## config.mk

```make
export PLATFORM = sky130hd
export DESIGN_NAME = player_damage_controller
export DESIGN_NICKNAME = d
export VERILOG_FILES = /design/src/rtl/player_damage_controller_pkg.sv /design/src/rtl/invuln_timer.sv /design/src/rtl/player_damage_controller.sv
export SDC_FILE = /design/constraint.sdc
export NUM_CORES = 1
export LEC_CHECK = 0
export ABC_CLOCK_PERIOD_IN_PS = 2550
export BUFFER_PORTS_ARGS = -buffer_cell sky130_fd_sc_hd__buf_4
export CORE_UTILIZATION = 54
export CTS_BUF_LIST = sky130_fd_sc_hd__clkbuf_2 sky130_fd_sc_hd__clkbuf_4 sky130_fd_sc_hd__clkbuf_8
export DETAILED_ROUTE_END_ITERATION = 12
export PLACE_DENSITY = 0.79
export SYNTH_ARGS = -nofsm -noshare
export SYNTH_HDL_FRONTEND = slang
export SYNTH_SLANG_ARGS = --single-unit
```

## constraint.sdc

```tcl
create_clock -name clk -period 2.55 [get_ports clk]
set_input_delay 0.255 -clock clk [delete_from_list [all_inputs] [get_ports clk]]
set_output_delay 0.255 -clock clk [all_outputs]
set_load 0.02 [all_outputs]
```

## src/rtl/player_damage_controller_pkg.sv

```systemverilog
// rtl/player_damage_controller_pkg.sv - shared game-engine constants for player damage handling
//
// Purpose: FSM state encoding, default hit-point/timing constants and the
//          saturating hit-point arithmetic used by player_damage_controller.
// Ports:   none (package).
package player_damage_controller_pkg;

  typedef enum logic [1:0] {
    ST_IDLE   = 2'd0,
    ST_ALIVE  = 2'd1,
    ST_INVULN = 2'd2,
    ST_DEAD   = 2'd3
  } state_t;

  localparam int DEF_MAX_HP    = 20;
  localparam int DEF_INVULN_CS = 100;
  localparam int DEF_BLINK_CS  = 10;

  // Subtract damage, clamping at zero instead of wrapping.
  function automatic logic [7:0] hp_after_hit(input logic [7:0] hp, input logic [7:0] dmg);
    return (dmg >= hp) ? 8'd0 : (hp - dmg);
  endfunction

  // Add heal with a 9-bit sum so a large heal cannot wrap before the cap.
  function automatic logic [7:0] hp_after_heal(input logic [7:0] hp, input logic [7:0] amt,
                                               input logic [7:0] max_hp);
    logic [8:0] sum;
    sum = {1'b0, hp} + {1'b0, amt};
    return (sum > {1'b0, max_hp}) ? max_hp : sum[7:0];
  endfunction

endpackage

```

## src/rtl/invuln_timer.sv

```systemverilog
// rtl/invuln_timer.sv - invulnerability countdown and blink generator
//
// Purpose: counts INVULN_CS centi-ticks after load, toggling blink every
//          BLINK_CS ticks from load and forcing blink low at expiry.
// Ports:   clk, clk_reset (async active-low), load (start window, blink=1),
//          centi_tick (10 ms pulse), done (tick that expires the window),
//          blink (registered display hide flag).
module invuln_timer
  import player_damage_controller_pkg::*;
#(
  parameter int INVULN_CS = DEF_INVULN_CS,
  parameter int BLINK_CS  = DEF_BLINK_CS
) (
  input  logic clk,
  input  logic clk_reset,
  input  logic load,
  input  logic centi_tick,
  output logic done,
  output logic blink
);

  localparam logic [7:0] INVULN_V   = 8'(INVULN_CS);
  localparam logic [7:0] BLINK_LAST = 8'(BLINK_CS - 1);

  logic [7:0] remain;
  logic [7:0] phase;

  // Combinational so the controller leaves INVULN on the same edge the count reaches zero.
  assign done = centi_tick && !load && (remain == 8'd1);

  always_ff @(posedge clk or negedge clk_reset) begin
    if (!clk_reset) begin
      remain <= 8'd0;
      phase  <= 8'd0;
      blink  <= 1'b0;
    end else if (load) begin
      remain <= INVULN_V;
      phase  <= 8'd0;
      blink  <= 1'b1;
    end else if (centi_tick && (remain != 8'd0)) begin
      remain <= remain - 8'd1;
      if (remain == 8'd1) begin
        phase <= 8'd0;
        blink <= 1'b0;
      end else if (phase == BLINK_LAST) begin
        phase <= 8'd0;
        blink <= ~blink;
      end else begin
        phase <= phase + 8'd1;
      end
    end
  end

endmodule

```

## src/rtl/player_damage_controller.sv

```systemverilog
// rtl/player_damage_controller.sv - player hit-point FSM with invulnerability window
//
// Purpose: tracks player hit points, accepts damage from trigger overlaps,
//          applies heals, runs an invulnerability window after each hit.
// Ports:   clk, clk_reset (async active-low), centi_tick, game_start,
//          is_trigger_player/trigger_damage (damage source), heal_valid/heal_amount,
//          player_hp, is_invulnerable, player_dead, hit_pulse, player_blink (all registered).
module player_damage_controller
  import player_damage_controller_pkg::*;
#(
  parameter int MAX_HP    = DEF_MAX_HP,
  parameter int INVULN_CS = DEF_INVULN_CS,
  parameter int BLINK_CS  = DEF_BLINK_CS
) (
  input  logic       clk,
  input  logic       clk_reset,
  input  logic       centi_tick,
  input  logic       game_start,
  input  logic       is_trigger_player,
  input  logic [7:0] trigger_damage,
  input  logic       heal_valid,
  input  logic [7:0] heal_amount,
  output logic [7:0] player_hp,
  output logic       is_invulnerable,
  output logic       player_dead,
  output logic       hit_pulse,
  output logic       player_blink
);

  localparam logic [7:0] MAX_HP_V = 8'(MAX_HP);

  state_t     state;
  logic       hit_ok;
  logic [7:0] hit_hp;
  logic [7:0] heal_hp;
  logic       timer_load;
  logic       timer_done;

  always_comb begin
    hit_ok     = (state == ST_ALIVE) && is_trigger_player && (trigger_damage != 8'd0);
    hit_hp     = hp_after_hit(player_hp, trigger_damage);
    heal_hp    = hp_after_heal(player_hp, heal_amount, MAX_HP_V);
    // A fatal hit goes straight to DEAD, so the window only starts on survivable hits.
    timer_load = hit_ok && (hit_hp != 8'd0);
  end

  invuln_timer #(
    .INVULN_CS(INVULN_CS),
    .BLINK_CS (BLINK_CS)
  ) u_invuln_timer (
    .clk       (clk),
    .clk_reset (clk_reset),
    .load      (timer_load),
    .centi_tick(centi_tick),
    .done      (timer_done),
    .blink     (player_blink)
  );

  always_ff @(posedge clk or negedge clk_reset) begin
    if (!clk_reset) begin
      state           <= ST_IDLE;
      player_hp       <= MAX_HP_V;
      is_invulnerable <= 1'b0;
      player_dead     <= 1'b0;
      hit_pulse       <= 1'b0;
    end else begin
      hit_pulse <= hit_ok;
      case (state)
        ST_IDLE, ST_DEAD: begin
          if (game_start) begin
            state       <= ST_ALIVE;
            player_hp   <= MAX_HP_V;
            player_dead <= 1'b0;
          end
        end
        ST_ALIVE: begin
          // Hit has priority; a same-cycle heal is dropped.
          if (hit_ok) begin
            player_hp <= hit_hp;
            if (hit_hp == 8'd0) begin
              state       <= ST_DEAD;
              player_dead <= 1'b1;
            end else begin
              state           <= ST_INVULN;
              is_invulnerable <= 1'b1;
            end
          end else if (heal_valid) begin
            player_hp <= heal_hp;
          end
        end
        ST_INVULN: begin
          if (heal_valid) begin
            player_hp <= heal_hp;
          end
          if (timer_done) begin
            state           <= ST_ALIVE;
            is_invulnerable <= 1'b0;
          end
        end
        default: state <= ST_IDLE;
      endcase
    end
  end

endmodule

```

### After elaboration in Yosys (flattened, before gate mapping)

Cells that the tools add are included.

| storage, ports and cells | value |
|---|---|
| ROM bits | 0 |
| output and inout port bits | 12 |
| RAM bits | 0 |
| memories | 0 |
| bits in latches | 0 |
| register bits | 30 |

| cells by class | value |
|---|---|
| mux-type cells | 29 |
| multiply operators | 0 |
| bitwise logic cells | 1 |
| order comparisons | 2 |
| reductions and logical operators | 21 |
| equal/unequal tests | 10 |
| shift operators | 0 |
| divide/modulo/power cells | 0 |
| add/sub/neg operators | 4 |

Operator list:

| cell | count |
|---|---|
| $mux 8 | 11 |
| $pmux 8 s3 | 1 |
| $reduce_bool 8->1 | 3 |
| $mux 1 | 11 |
| $add 8x8->9 | 1 |
| $gt 9x5->1 const B | 1 |
| $add 8x1->8 const B | 1 |
| $eq 8x1->1 const B | 1 |
| $eq 8x4->1 const B | 1 |
| $ge 8x8->1 | 1 |
| $logic_not 8->1 | 1 |
| $ne 2x2->1 const B | 4 |
| $reduce_and 4->1 | 2 |
| $sub 8x1->8 const B | 1 |
| $sub 8x8->8 | 1 |
| $logic_and 1x1->1 | 6 |
| $mux 2 | 3 |
| $pmux 2 s3 | 1 |
| $reduce_bool 2->1 | 3 |
| $eq 2x2->1 const B | 2 |
| $pmux 1 s2 | 2 |
| $reduce_and 3->1 | 1 |
| $reduce_bool 3->1 | 1 |
| $eq 2x1->1 const B | 1 |
| 6 further kinds | 6 |

### Longest topological paths before layout

| depth | value |
|---|---|
| depth after elaboration | 9 |
| gate-level depth with buffers | 11 |
| gate-level depth less buffers | 11 |

### Modules after synthesis

Synthesis repeated with hierarchy kept, for this count alone.

| unflattened totals | value |
|---|---|
| cells, all modules | 293 |
| area, all modules | 2,509.9 um^2 |

By module, submodules not included:

| module | seq. area each (um^2) | cells an instance | times used | area each (um^2) |
|---|---|---|---|---|
| player_damage_controller | 327.8 | 192 | 1 | 1,503.9 |
| invuln_timer | 425.4 | 101 | 1 | 1,006.0 |

### Least setup slack after synthesis

No wires, ideal clock.

| timing | value |
|---|---|
| path kind | register to register |
| from | register player_hp[0] |
| to | register state[1] |
| buffers on the path | 0 |
| path slack | -0.279 ns |
| data required time | 2.422 ns |
| library setup time | 0.128 ns |
| arrival time | 2.702 ns |
| stages on the path, launching flop included | 11 |
| cells stage by stage | dfrtp_1 -> inv_1 -> ha_1 -> inv_1 -> fa_1 -> xor2_1 -> or3_1 -> a2111oi_4 -> a31oi_4 -> a21oi_2 -> mux2_1 |

| on the way | value |
|---|---|
| cells in the longest elaborated chain, start to end | 9 |
| elaborated cells between the ends (all ways) | 10 |

Ends and longest elaborated chain:

| element | line | text |
|---|---|---|
| start, declared | player_damage_controller.sv:23 | `output logic [7:0] player_hp,` |
| start signal, assigned | player_damage_controller.sv:79 | `player_hp <= hit_hp;` |
| start signal, assigned | player_damage_controller.sv:88 | `player_hp <= heal_hp;` |
| start signal, assigned | player_damage_controller.sv:93 | `player_hp <= heal_hp;` |
| $sub 8x8->8 / $ge 8x8->1 (equally long branches) | player_damage_controller_pkg.sv:21 | `return (dmg >= hp) ? 8'd0 : (hp - dmg);` |
| $mux 8 (*) | player_damage_controller_pkg.sv:21 |  |
| $reduce_bool 8->1 (*) | player_damage_controller.sv:44 | `timer_load = hit_ok && (hit_hp != 8'd0);` |
| $logic_and 1x1->1 (*) | player_damage_controller.sv:44 |  |
| $logic_not 1->1 (*) | invuln_timer.sv:29 | `assign done = centi_tick && !load && (remain == 8'd1);` |
| $logic_and 1x1->1 (*) (2 in a row) | invuln_timer.sv:29 |  |
| $ne 2x2->1 (no source line) (*) | - |  |
| $reduce_and 3->1 (no source line) (*) | - |  |
| end signal, assigned | player_damage_controller.sv:61 | `state <= ST_IDLE;` |
| end signal, assigned | player_damage_controller.sv:71 | `state <= ST_ALIVE;` |
| end signal, assigned | player_damage_controller.sv:81 | `state <= ST_DEAD;` |
| end, declared | player_damage_controller.sv:32 | `state_t state;` |

Mark *: on every way between the ends. The rest lies on a longest branch, timed or not.
A chain may end at the register's enable or synchronous reset.

### Final worst setup path

Ends and elaborated chain as after synthesis.

==> reports/results.txt <==
CTS tree = built
Synth Cell Area = 2380 sq um
Die Wd = 68.4 um
CORE AREA = 4120 sq um
maximum clock frequency = 374 MHz
CTS Sinks = 30
PortBufs = 33
CTS Buffer Depth = 2
placer congestion estimate = 0.865
Required @ worst endpoint = 2.73 ns
Max IR drop VDD = 539 uV
most instantiated cells after synthesis = 28 x dfrtp_1, 24 x a21oi_1, 24 x nor2_1
Tot Pwr = 2.86 mW
max-slew violations = 0
Synth area leaders = dfrtp_1 29%, ha_1 12%, a21oi_1 5.1%
antenna violations before repair = 0
starting density of the core = 57.8%
share of layout cells above drive strength 1 = 29.9%
H-tree depth = 2
clock latency on the worst-skew pair = 0.29 ns
Tightest Pin Transition = 0.695 ns
WP data arrival = 2.86 ns
Die ar. = 4670 sq um
Via density = 5.92
detailed-route DRC error count = 0
RSZ-0062 raised after global routing = yes
Num CTS Buffers = 5
Post-synth ARST share = 100%
number of synthesized flops with an enable pin = 0
Yosys top cell area share = 29.5%
maxcap violations = 0
fillers = 286
Slew headroom = 53.6%
total gr overflow = 0
final period demand of the worst path = 2.68 ns
post-synth top area cell = dfrtp_1
drt pass-1 iters = 4
area post-placement = 2820 sq um
pre-CTS WS = -0.151 ns
Clock Root Buffer = clkbuf_8
first-pass GRT wire length = 10,100 um
diode count = 0
wire length per cell = 16.5 um
Worst Hold Class = input port to register
Yosys warnings = 0
IO Pins = 34
area grow syn2layout = 30.5%
Setup WS post-layout = -0.127 ns
CP Launch Type = register
synth unique cells = 60
via count = 2,236
Die Height = 68.4 um
Yosys reg bits = 30
status = complete, but fails checks
GRT Resource Usage Total = 29.7%
dominant synthesized flop cell = dfrtp_1
Setup crit end kind = register
routed wire length = 6230 um
row count = 23
worst-case hold slack = 0.212 ns
Final Cycle Share = 105%
cell with the most instances after synthesis = dfrtp_1
Power Density = 921 nW/um^2
clk slew on worst S/H paths = 0.07 ns
Post-Synthesis Cells = 269
highest fanout seen on the critical path = 4
initial drt markers = 145
Pleak = 1.48 nW
Final ANT Viol Nets = 0
sequential-to-total area share from yosys stat = 31.7%
DP HPWL = 4290 um
violated checks = setup timing
largest net degree at the start of global routing = 31
Avg Cell Area, Syn = 8.84 sq um
syn nets = 315
Hold Vio Cnt, Final = 0
vias in the first global route = 2,164
Finished Cell Area = 3100 sq um
Final setup viols = 7
critical path class = register to register
clock skew = 0.00807 ns
final layout net count = 373
[logic make-up (layout without fill, tap and decap cells)]
group / after synthesis / after routing / share of synthesized area, %
AND/OR/NAND/NOR: 98 / 98 / 22.3
buffers and inverters: 27 / 86 / 4.42
flip-flops: 30 / 30 / 31.7
XOR/XNOR: 13 / 13 / 5.11
multiplexers: 1 / 1 / 0.474
adder cells (fa/ha/maj): 24 / 24 / 13.3
AO/OA/AOI/OAI: 76 / 76 / 22.8
[area by class of cell]
class                      count  area [sq um]  area share, %
multi-input combinational    212          1630           52.6
timing repair buffer          55           423           13.6
tap                           50          62.6           2.02
clock buffer                   6          82.6           2.66
clock inverter                 2          60.1           1.94
inverter                      23          86.3           2.78
sequential                    30           754           24.3
[through the flow]
stage | utilization, % | TNS, ns | cells
floorplan | - | -0.145 | 269
global placement | 68.4 | -0.130 | 367
finish | 75.4 | -0.300 | 378
detailed placement | 68.4 | -0.457 | 367
global route | 75.4 | -1.70 | 378
CTS | 74.2 | -0.135 | 378
[path summary, 6_finish.rpt]
| path | startpoint | end | slack (ns) | cells past startpoint |
|---|---|---|---|---|
| worst max-delay path | player_hp[0]$_DFFE_PN0N_ | state[1]$_DFFE_PN0P_ | -0.13 | 12 |
| worst min-delay path | game_start | player_hp[7]$_DFFE_PN0N_ | 0.21 | 2 |
| worst max register to register | player_hp[0]$_DFFE_PN0N_ | state[1]$_DFFE_PN0P_ | -0.13 | 12 |
| worst min register to register | u_invuln_timer.remain[5]$_DFFE_PN0P_ | u_invuln_timer.remain[5]$_DFFE_PN0P_ | 0.53 | 2 |
| max in group asynchronous | clk_reset | player_hp[4]$_DFFE_PN1N_ | 1.80 | 2 |
| min in group asynchronous | clk_reset | player_hp[3]$_DFFE_PN0N_ | 0.43 | 2 |
[sequential cells by signal, summed over array words and instances, names as in the netlist]
signal                 flops
hit_pulse                  1
state                      2
is_invulnerable            1
u_invuln_timer.phase       8
player_dead                1
u_invuln_timer.blink       1
u_invuln_timer.remain      8
player_hp                  8
[critical path: stages, from the launching register on]
cell      delay [ns]
dfrtp_2         0.40
inv_2           0.07
ha_4            0.13
inv_2           0.03
fa_2            0.36
a211oi_2        0.28
buf_4           0.16
nor3_1          0.04
a211o_1         0.32
o211ai_2        0.15
a31oi_4         0.08
a21oi_2         0.22
mux2_4          0.32
[report_power, final]
group / internal [mW] / switching, mW
combinational: 0.655 / 0.781
clock: 0.417 / 0.195
sequential: 0.644 / 0.163
total: 1.72 / 1.14
[per-layer routing]
metal	wire length (um)	up-vias	part of all wire (%)	global-route usage (%)
met2	2910	62	47	45.5
li1	-	1090	-	-
met5	0	-	0	0
met1	2960	1072	47	39.7
met4	116	0	1.9	14.1
met3	244	12	3.9	6.00
[layout by cell type, fill, tap and decap left out, types with 8 or more instances in the layout]
master / count
nor2_1: 24
nor3_1: 8
o21ai_0: 14
ha_1: 21
buf_4: 53
nand2_1: 22
dfrtp_1: 27
inv_1: 21
a21oi_1: 22
[what timing repair did]
item,in CTS,in global routing
hold endpoints to repair,28,0
gates cloned,0,0
setup endpoints to repair,8,24
resized for setup,14,11
setup buffers,2,0
hold buffers,1,0
pin swaps,7,2
Note: power is estimated with default switching activity, not from simulation.
